`src/rtl/piezo_pkg.sv`:
```
// Shared types and defaults for the piezo alert sequencer.
//   state_t   : sequencer state encoding
//   id_width  : width of an alert index for a given channel count
//   DEF_*     : default timing for a 50 MHz clock
package piezo_pkg;

  typedef enum logic [1:0] {
    ST_IDLE     = 2'd0,
    ST_BEEP_ON  = 2'd1,
    ST_BEEP_OFF = 2'd2,
    ST_GAP      = 2'd3
  } state_t;

  localparam int unsigned DEF_NUM_ALERTS = 3;
  localparam int unsigned DEF_TONE_DIV   = 5000;    // 5 kHz tone at 50 MHz
  localparam int unsigned DEF_TICK_DIV   = 500000;  // 10 ms pattern tick at 50 MHz
  localparam int unsigned DEF_CNT_W      = 8;
  localparam int unsigned BEEP_W         = 4;       // beeps-per-pattern field width

  // Index width, never narrower than one bit.
  function automatic int unsigned id_width(input int unsigned n);
    return (n <= 32'd1) ? 32'd1 : 32'($clog2(n));
  endfunction

endpackage

```
`src/rtl/piezo_prescaler.sv`:
```
// Modulo-N counter with synchronous clear and a terminal-count pulse.
//   clk, rst_n : clock, asynchronous active-low reset
//   en         : count enable
//   clr        : synchronous clear, wins over en
//   tc_c       : combinational pulse in the last cycle of each N-cycle period
module piezo_prescaler #(
  parameter int unsigned N = 10
) (
  input  logic clk,
  input  logic rst_n,
  input  logic en,
  input  logic clr,
  output logic tc_c
);

  localparam int unsigned W = (N > 32'd1) ? 32'($clog2(N)) : 32'd1;

  logic [W-1:0] cnt;

  assign tc_c = en && (cnt == W'(N - 32'd1));

  // Count 0..N-1 while enabled.
  always_ff @(posedge clk or negedge rst_n) begin
    if (!rst_n) begin
      cnt <= '0;
    end else if (clr) begin
      cnt <= '0;
    end else if (en) begin
      cnt <= tc_c ? '0 : cnt + W'(1);
    end
  end

endmodule

```
`src/rtl/piezo_alert_seq.sv`:
```
// Prioritised piezo alert sequencer. Plays a configurable beep pattern for the
// highest-priority (lowest index) requesting alert on a differential tone pair.
//   clk, rst_n          : clock, asynchronous active-low reset
//   alert_req           : level request per alert, index 0 highest priority
//   cfg_beeps/on/off/gap: per-alert pattern config, slice i belongs to alert i
//   audio_o, audio_o_n  : differential piezo drive, both low when silent
//   busy                : high while a pattern is playing
//   active_id           : alert currently being played
// Optional build macro PIEZO_ALERT_PREEMPT_EN: a higher-priority request aborts
// the current pattern at the next tick, inserts one silent tick, then restarts.
module piezo_alert_seq
  import piezo_pkg::*;
#(
  parameter  int unsigned NUM_ALERTS = DEF_NUM_ALERTS,
  parameter  int unsigned TONE_DIV   = DEF_TONE_DIV,
  parameter  int unsigned TICK_DIV   = DEF_TICK_DIV,
  parameter  int unsigned CNT_W      = DEF_CNT_W,
  localparam int unsigned IDW        = id_width(NUM_ALERTS)
) (
  input  logic                         clk,
  input  logic                         rst_n,
  input  logic [NUM_ALERTS-1:0]        alert_req,
  input  logic [BEEP_W*NUM_ALERTS-1:0] cfg_beeps,
  input  logic [CNT_W*NUM_ALERTS-1:0]  cfg_on,
  input  logic [CNT_W*NUM_ALERTS-1:0]  cfg_off,
  input  logic [CNT_W*NUM_ALERTS-1:0]  cfg_gap,
  output logic                         audio_o,
  output logic                         audio_o_n,
  output logic                         busy,
  output logic [IDW-1:0]               active_id
);

  state_t                state;
  logic [NUM_ALERTS-1:0] req_q;
  logic [BEEP_W-1:0]     sh_beeps;
  logic [CNT_W-1:0]      sh_on;
  logic [CNT_W-1:0]      sh_off;
  logic [CNT_W-1:0]      sh_gap;
  logic [BEEP_W-1:0]     beep_cnt;
  logic [CNT_W-1:0]      tick_cnt;

  logic [IDW-1:0]        win_id;
  logic [BEEP_W-1:0]     win_beeps;
  logic [CNT_W-1:0]      win_on;
  logic [CNT_W-1:0]      win_off;
  logic [CNT_W-1:0]      win_gap;
  logic [BEEP_W-1:0]     eff_beeps;
  logic [CNT_W-1:0]      eff_on;

  logic tick_en, tone_en;
  logic tick_tc_c, tone_tc_c;
  logic req_any, last_beep;
  logic on_last, off_last, gap_last;
  logic pattern_end, start, enter_on, preempt;

  // Lowest-index request wins; select its config slices.
  always_comb begin
    win_id    = '0;
    win_beeps = '0;
    win_on    = '0;
    win_off   = '0;
    win_gap   = '0;
    for (int i = int'(NUM_ALERTS) - 1; i >= 0; i--) begin
      if (req_q[i]) win_id = IDW'(i);
    end
    for (int i = 0; i < int'(NUM_ALERTS); i++) begin
      if (IDW'(i) == win_id) begin
        win_beeps = cfg_beeps[i*BEEP_W +: BEEP_W];
        win_on    = cfg_on[i*CNT_W +: CNT_W];
        win_off   = cfg_off[i*CNT_W +: CNT_W];
        win_gap   = cfg_gap[i*CNT_W +: CNT_W];
      end
    end
  end

  // Zero beep count and zero on-time both behave as one.
  assign eff_beeps = (sh_beeps == '0) ? BEEP_W'(1) : sh_beeps;
  assign eff_on    = (sh_on == '0) ? CNT_W'(1) : sh_on;

  assign req_any   = |req_q;
  assign last_beep = (beep_cnt == eff_beeps - BEEP_W'(1));
  assign on_last   = (state == ST_BEEP_ON)  && tick_tc_c && (tick_cnt == eff_on - CNT_W'(1));
  assign off_last  = (state == ST_BEEP_OFF) && tick_tc_c && (tick_cnt == sh_off - CNT_W'(1));
  assign gap_last  = (state == ST_GAP)      && tick_tc_c && (tick_cnt == sh_gap - CNT_W'(1));

  // A pattern ends at GAP exit, or at the last beep when GAP is skipped.
  assign pattern_end = gap_last || (on_last && last_beep && (sh_gap == '0));
  assign start       = req_any && ((state == ST_IDLE) || pattern_end);
  assign enter_on    = start || off_last || (on_last && !last_beep && (sh_off == '0));

`ifdef PIEZO_ALERT_PREEMPT_EN
  assign preempt = tick_tc_c && req_any && (win_id < active_id) && !pattern_end;
`else
  assign preempt = 1'b0;
`endif

  assign tick_en = (state != ST_IDLE);
  assign tone_en = (state == ST_BEEP_ON);

  piezo_prescaler #(.N(TICK_DIV)) u_tick (
    .clk   (clk),
    .rst_n (rst_n),
    .en    (tick_en),
    .clr   (start),
    .tc_c  (tick_tc_c)
  );

  // Cleared on every BEEP_ON entry so each beep starts with the tone high.
  piezo_prescaler #(.N(TONE_DIV)) u_tone (
    .clk   (clk),
    .rst_n (rst_n),
    .en    (tone_en),
    .clr   (enter_on),
    .tc_c  (tone_tc_c)
  );

  // Sequencer state, shadow config and registered outputs.
  always_ff @(posedge clk or negedge rst_n) begin
    if (!rst_n) begin
      state     <= ST_IDLE;
      req_q     <= '0;
      sh_beeps  <= '0;
      sh_on     <= '0;
      sh_off    <= '0;
      sh_gap    <= '0;
      beep_cnt  <= '0;
      tick_cnt  <= '0;
      active_id <= '0;
      busy      <= 1'b0;
      audio_o   <= 1'b0;
      audio_o_n <= 1'b0;
    end else begin
      req_q <= alert_req;
      if (start) begin
        state     <= ST_BEEP_ON;
        active_id <= win_id;
        sh_beeps  <= win_beeps;
        sh_on     <= win_on;
        sh_off    <= win_off;
        sh_gap    <= win_gap;
        beep_cnt  <= '0;
        tick_cnt  <= '0;
        busy      <= 1'b1;
        audio_o   <= 1'b1;
        audio_o_n <= 1'b0;
      end else if (preempt) begin
        // Reuse GAP as a single silent tick before the new winner starts.
        state     <= ST_GAP;
        sh_gap    <= CNT_W'(1);
        tick_cnt  <= '0;
        audio_o   <= 1'b0;
        audio_o_n <= 1'b0;
      end else begin
        case (state)
          ST_IDLE: begin
            busy      <= 1'b0;
            audio_o   <= 1'b0;
            audio_o_n <= 1'b0;
          end
          ST_BEEP_ON: begin
            if (tone_tc_c) begin
              audio_o   <= ~audio_o;
              audio_o_n <= audio_o;
            end
            if (tick_tc_c) begin
              if (on_last) begin
                tick_cnt <= '0;
                if (last_beep) begin
                  audio_o   <= 1'b0;
                  audio_o_n <= 1'b0;
                  if (sh_gap != '0) begin
                    state <= ST_GAP;
                  end else begin
                    state <= ST_IDLE;
                    busy  <= 1'b0;
                  end
                end else begin
                  beep_cnt <= beep_cnt + BEEP_W'(1);
                  if (sh_off != '0) begin
                    state     <= ST_BEEP_OFF;
                    audio_o   <= 1'b0;
                    audio_o_n <= 1'b0;
                  end else begin
                    audio_o   <= 1'b1;
                    audio_o_n <= 1'b0;
                  end
                end
              end else begin
                tick_cnt <= tick_cnt + CNT_W'(1);
              end
            end
          end
          ST_BEEP_OFF: begin
            if (tick_tc_c) begin
              if (off_last) begin
                state     <= ST_BEEP_ON;
                tick_cnt  <= '0;
                audio_o   <= 1'b1;
                audio_o_n <= 1'b0;
              end else begin
                tick_cnt <= tick_cnt + CNT_W'(1);
              end
            end
          end
          ST_GAP: begin
            if (tick_tc_c) begin
              if (gap_last) begin
                state    <= ST_IDLE;
                busy     <= 1'b0;
                tick_cnt <= '0;
              end else begin
                tick_cnt <= tick_cnt + CNT_W'(1);
              end
            end
          end
          default: state <= ST_IDLE;
        endcase
      end
    end
  end

endmodule

```
`config.mk`:
```
export PLATFORM = sky130hd
export DESIGN_NAME = piezo_alert_seq
export DESIGN_NICKNAME = d
export VERILOG_FILES = /design/src/rtl/piezo_pkg.sv /design/src/rtl/piezo_prescaler.sv /design/src/rtl/piezo_alert_seq.sv
export SDC_FILE = /design/constraint.sdc
export NUM_CORES = 1
export LEC_CHECK = 0
export CAP_MARGIN = 20
export CORE_UTILIZATION = 40
export CTS_BUF_LIST = sky130_fd_sc_hd__clkbuf_8
export DETAILED_ROUTE_END_ITERATION = 8
export SLEW_MARGIN = 20
export SYNTH_ARGS = -nofsm -noshare
export SYNTH_HDL_FRONTEND = slang
export SYNTH_SLANG_ARGS = --single-unit
export TNS_END_PERCENT = 20
```
`constraint.sdc`:
```
create_clock -name clk -period 3.73 [get_ports clk]
set_input_delay 1.119 -clock clk [delete_from_list [all_inputs] [get_ports clk]]
set_output_delay 1.119 -clock clk [all_outputs]
set_load 0.03 [all_outputs]
```
==> results of run 1 <==
==> per-stage QoR <==
stage / utilization (%) / cells / cell area [sq um] / setup WS, ns / TNS [ns]
after floorplan: - / 588 / 5465 / 0.2938 / 0
after global placement: 49.36 / 839 / 6563 / 0.1774 / 0
after detailed placement: 49.36 / 839 / 6563 / 0.1116 / 0
after CTS: 50.80 / 853 / 6754 / 0.09686 / 0
after global routing: 50.84 / 853 / 6759 / -0.02130 / -0.1825
final: 50.84 / 853 / 6759 / 0.1422 / 0
==> state kept, by name, summed over array words and instances, names as in the netlist <==
signal,count
sh_beeps,4
sh_on,8
u_tick.cnt,19
state,2
sh_off,8
audio_o,1
req_q,3
u_tone.cnt,13
sh_gap,8
active_id,2
beep_cnt,4
tick_cnt,8
busy,1
audio_o_n,1
==> power groups by stage <==
stage	logic [W]	clock network [W]	registers (W)
2_1_floorplan	0.000560	0	0.00119
3_3_place_gp	0.000796	0	0.00121
3_5_place_dp	0.000824	0	0.00122
4_1_cts	0.000829	0.000673	0.00120
5_1_grt	0.000924	0.000710	0.00123
6_report	0.000822	0.000655	0.00120
==> kinds of logic after synthesis <==
| logic type | share of synthesized area (%) |
|---|---|
| DFF | 37.55 |
| muxes | 11.10 |
| and+or+nand+nor | 22.46 |
| buffers and inverters | 4.922 |
| xor gates and xnor gates | 10.42 |
| AOI/OAI and AO/OA | 10.35 |
| adders and majority gates | 3.205 |
==> layout by cell type, fill, tap and decap left out, drive strengths merged, types with 8 or more instances in the layout <==
cell           instances
clkdlybuf4s50         92
dfrtp                 82
nand2                 54
xor2                  45
nor3                  44
nor2                  38
mux2i                 37
o21ai                 28
nand3                 22
mux2                  21
inv                   20
xnor2                 20
a21oi                 20
buf                   15
ha                    14
and3                  13
clkbuf                11
nor4                  10
nand4                  9
nor2b                  8
==> timing repair <==
action                                  4_1_cts  5_1_grt
gates resized for setup                       0        1
hold buffers                                  0        0
endpoints found under the setup margin        0       38
==> worst min-delay path by stage <==
stage | slack, ns | end | from
floorplan | 0.50 | sh_off[5] | sh_off[5]
global placement | 0.46 | busy | busy
detailed placement | 0.48 | busy | busy
CTS | 0.50 | busy | busy
global route | 0.52 | busy | busy
finish | 0.49 | busy | busy
==> routing by layer <==
metal	global-route usage, %	vias up
li1	-	2259
met1	24.89	2160
met2	31.69	130
met3	3.496	21
met4	8.149	0
met5	0	-
==> layout make-up <==
| type | count | share of cell area [%] |
|---|---|---|
| flip-flops and latches | 82 | 30.36 |
| repair buffers | 107 | 15.72 |
| clock inverters | 3 | 0.5924 |
| multi-input cells | 454 | 46.72 |
| inverters | 20 | 1.111 |
| well taps | 176 | 3.258 |
| clock buffers | 11 | 2.240 |
==> cell usage after synthesis, drive strengths merged, types with 4 or more instances <==
master / n / area [sq um]
a211oi: 4 / 30.03
a21oi: 20 / 111.4
a31oi: 4 / 25.02
and3: 13 / 81.33
buf: 15 / 130.1
clkbuf: 17 / 63.81
dfrtp: 82 / 2052
ha: 14 / 175.2
inv: 20 / 75.07
mux2: 21 / 236.5
mux2i: 37 / 370.4
nand2: 54 / 210.2
nand3: 22 / 110.1
nand4: 9 / 56.30
nor2: 38 / 145.1
nor2b: 8 / 50.05
nor3: 44 / 220.2
nor4: 10 / 68.81
o211ai: 4 / 30.03
o21ai: 28 / 140.1
or3: 4 / 25.02
xnor2: 20 / 175.2
xor2: 45 / 394.1
==> critical path: stages (launching register included) <==
cell	delay (ns)
dfrtp_1	0.41
or4_4	0.56
or2_1	0.25
and2_1	0.16
ha_1	0.20
nor2b_1	0.14
or3_1	0.35
a31oi_1	0.17
and4b_2	0.34
nand2_4	0.09
a21oi_4	0.23
buf_12	0.22
mux2_2	0.35
==> results.json, run 1 <==
{
  "seqPwrFrac_pct": 44.9,
  "grt_pass1_wl_um": 21930,
  "slew_viol_final": 0,
  "clkPwrFrac_pct": 24.4,
  "grt_pass1_vias": 4625,
  "regArea_sq_um": 2052,
  "drt_first_pass_iters": 5,
  "cp.required_ns": 3.97,
  "timing.rr.end": "sh_gap[4]",
  "whs_ns": 0.4859,
  "yosysWarnings": 0,
  "leakage_nw": 2.837,
  "wl_met1_um": 5966,
  "finalCritPeriodShare_pct": 96.19,
  "nets": 777,
  "post-cts-setup-buffers": 0,
  "n_fill_cell": 1287,
  "finalHoldViolCount": 0,
  "io_buffers": 93,
  "cellPowerDensity_nw_per_um2": 396.3,
  "antenna_found_initial": 0,
  "clkTransAtPathRegs_ns": 0.08,
  "switching_share_pct": 32.60,
  "power.total_w": 0.002679,
  "fin_worst_skew_ns": 0.01088,
  "synth_cells": 588,
  "place_hpwl_um": 9719,
  "diodes": 0,
  "start_util_pct": 41.11,
  "clock_sinks": 82,
  "relSlewSlack_pct": 32.74,
  "p_sw_w": 0.0008734,
  "area_growth_pct": 23.67,
  "die_h_um": 118.9,
  "synth_fp_nets": 691,
  "ff2ff_path_depth": 12,
  "numCtsBuffers": 9,
  "wl_met3_um": 618,
  "wl_um": 12840,
  "synth-edff-count": 0,
  "worstSetupPathType": "reg -> reg",
  "syn-cell-area_sq_um": 5465,
  "cp-start-kind": "register",
  "hold_path_class": "reg -> reg",
  "drv_cap": 0,
  "crit_end": "sh_gap[4]",
  "worst_skew_pair.late_latency_ns": 0.36,
  "syn_area_per_cell_sq_um": 9.295,
  "fp.dieArea_sq_um": 14130,
  "fmax_mhz": 278.7,
  "status": "finished clean",
  "core-area_sq_um": 13300,
  "synth_ff_type": "dfrtp_1",
  "die_w_um": 118.9,
  "vias": 4570,
  "antenna_left": 0,
  "multi_input_area_sq_um": 3158,
  "path_max_fanout": 26,
  "htree_levels": 3,
  "synth_cell_type_count": 66,
  "end_kind": "register",
  "hold_path_depth": 1,
  "cts_tree": "yes",
  "reg2reg_slack_ns": 0.14,
  "ys_seq_elements": 82,
  "track_usage_pct": 19.28,
  "drive_gt1_share_pct": 9.453,
  "drtIter0Drc": 185,
  "wl_met2_um": 5981,
  "place_congestion": 0.8299,
  "arrival_ns": 3.83,
  "min_period_ns": 3.588,
  "wire_per_inst_um": 15.06,
  "synth-seq-area-share_pct": 37.55,
  "root_buffer": "clkbuf_8",
  "worst_pin_slew_ns": 1.007,
  "setup-violations-final": 0,
  "clockBufferDepth": 2,
  "peakVddDrop_mv": 0.1758,
  "internal_power_w": 0.001806,
  "r2r-start": "sh_on[1]",
  "grt_max_degree": 83,
  "pin_count": 94,
  "combPwrFrac_pct": 30.7,
  "row_count": 42,
  "highest_layer": "met4",
  "remaining_drc_errors": 0,
  "grt_remaining_overflow": 0,
  "crit_start": "sh_on[1]",
  "via_per_inst": 5.358,
  "synthArstFlopShare_pct": 100.0
}
Power figures use the tool's default switching activity.
==> run 2, diff against run 1 <==
Settings changed: CTS_CLUSTER_DIAMETER set to 30.
==> results of run 2 <==
Same layout as run 1: the final DEF is identical, and so are final timing and power.
==> run 3, diff against run 2 <==
Settings changed: DONT_BUFFER_PORTS set to 1, REMOVE_ABC_BUFFERS set to 1.
==> results.json, run 3 (synthesis gave the netlist of run 1 again) <==
{
  "crit_start": "sh_on[1]",
  "seqPwrFrac_pct": 48.6,
  "critical-path-max-stage-delay_ns": 0.57,
  "core-area_sq_um": 13300,
  "row_count": 42,
  "cts_tree": "yes",
  "finalCritPeriodShare_pct": 97.11,
  "cellPowerDensity_nw_per_um2": 429.7,
  "instances_no_fill": 762,
  "end_kind": "register",
  "drive_gt1_share_pct": 10.75,
  "drtIter0Drc": 146,
  "setup-violations-final": 0,
  "clkTransAtPathRegs_ns": 0.08,
  "cp_top_family": "simple AND/OR/NAND/NOR gates",
  "vias": 4242,
  "area_growth_pct": 6.914,
  "die_w_um": 118.9,
  "postPlaceCellArea_sq_um": 5612,
  "die_h_um": 118.9,
  "whs_ns": 0.4447,
  "hold_buffers": 0,
  "tns_ns": 0,
  "finalHoldViolCount": 0,
  "regMostFlops": "u_tick.cnt",
  "worst-path-buf-inv": 1,
  "drt_first_pass_iters": 4,
  "htree_levels": 3,
  "grt_remaining_overflow": 0,
  "track_usage_pct": 16.96,
  "largest_register_ffs": 19,
  "cp.required_ns": 3.97,
  "combPwrFrac_pct": 26.4,
  "worstSetupPathType": "reg -> reg",
  "nets": 684,
  "wire_per_inst_um": 15.39,
  "p_sw_w": 0.0008350,
  "fmax_mhz": 276.1,
  "worst_pin_slew_ns": 1.048,
  "cp-start-kind": "register",
  "top_regs": "u_tick.cnt x19, u_tone.cnt x13",
  "crit_chain": "or4_4, or2_1, and2_1, ha_1, nor2b_1, or3_1, a31oi_1, and4b_2, nand2_4, a21oi_4, buf_12, mux2_2",
  "min_period_ns": 3.622,
  "io_buffers": 0,
  "relSlewSlack_pct": 30.01,
  "leakage_nw": 2.476,
  "worst_skew_pair.late_latency_ns": 0.36,
  "diodes": 0,
  "n_fill_cell": 1284,
  "peakVddDrop_mv": 0.2349,
  "fp.dieArea_sq_um": 14130,
  "pin_count": 94,
  "antenna_found_initial": 0,
  "internal_power_w": 0.001676,
  "slew_viol_final": 0,
  "start_util_pct": 41.11,
  "fin_worst_skew_ns": 0.01017,
  "antenna_left": 0,
  "place_congestion": 0.8051,
  "pre_cts_slack_ns": 0.1060,
  "grt_pass1_vias": 4106,
  "status": "finished clean",
  "arrival_ns": 3.86,
  "setup_ws_ns": 0.1077,
  "place_hpwl_um": 8392,
  "wl_um": 11730,
  "slowest_stage": "or4_4",
  "clkPwrFrac_pct": 25.0,
  "clockBufferDepth": 2,
  "remaining_drc_errors": 0,
  "grt_pass1_wl_um": 19430,
  "grt_max_degree": 83,
  "final_cell_mix": "82 x dfrtp_1, 53 x nand2_1, 45 x xor2_1, 44 x nor3_1",
  "drv_cap": 0,
  "numCtsBuffers": 9,
  "via_per_inst": 5.567,
  "final_common_cell": "dfrtp_1",
  "switching_share_pct": 33.26,
  "dpl.cell_count": 743,
  "root_buffer": "clkbuf_8",
  "path_max_fanout": 24,
  "clock_sinks": 82,
  "postLayoutCellArea_sq_um": 5843,
  "hold_path_class": "in -> async",
  "r2r-start": "sh_on[1]"
}
-- run 3: cell types whose count changed in the layout (fill, tap and decap cells not counted) --
| cell | delta |
|---|---|
| clkdlybuf4s50_1 | -92 |
| clkbuf_16 | +1 |
| clkinvlp_4 | +2 |
| clkbuf_8 | -2 |
| buf_4 | -2 |
| inv_1 | +2 |
-- run 3: power by group through the flow --
stage / clock (W) / sequential, W / combinational (W)
2_1_floorplan: 0 / 0.00120 / 0.000537
3_3_place_gp: 0 / 0.00123 / 0.000632
3_5_place_dp: 0 / 0.00123 / 0.000662
4_1_cts: 0.000645 / 0.00122 / 0.000662
5_1_grt: 0.000690 / 0.00124 / 0.000743
6_report: 0.000628 / 0.00122 / 0.000663
-- run 3: final timing paths --
path                       cells past startpoint             end  slack [ns]
setup / recovery                              12        sh_on[3]        0.11
hold / removal                                 0     sh_beeps[0]        0.44
setup reg to reg                              12        sh_on[3]        0.11
max in group asynchronous                      0  u_tick.cnt[15]        3.16
min in group clk                               2   u_tick.cnt[1]        0.55
hold reg to reg                                2   u_tick.cnt[1]        0.55
-- run 3: layout make-up --
cell class | count | area (sq um) | share of cell area [%]
Inverter | 20 | 75.07 | 1.285
Tap cell | 176 | 220.2 | 3.769
Multi-Input combinational cell | 454 | 3158 | 54.05
Sequential cell | 82 | 2052 | 35.12
Clock inverter | 7 | 62.56 | 1.071
Timing Repair Buffer | 14 | 151.4 | 2.591
Clock buffer | 9 | 123.9 | 2.120
-- run 3: metrics by stage --
stage / total power (W) / util [%]
final: 0.002511 / 43.95
after CTS: 0.002527 / 43.61
after global routing: 0.002677 / 43.95
after floorplan: 0.001733 / -
after detailed placement: 0.001896 / 42.21
after global placement: 0.001860 / 42.21
-- run 3: timing repair --
item	in CTS	in global routing
buffers inserted	0	2
setup endpoints to repair	0	37
gates resized for setup	0	2
-- run 3: layer usage --
layer	routed length [um]	global-route usage (%)	up-vias
met4	122	6.013	0
met1	5255	21.23	2042
met2	5940	29.50	112
met3	411	2.682	12
li1	-	-	2076
met5	0	0	-
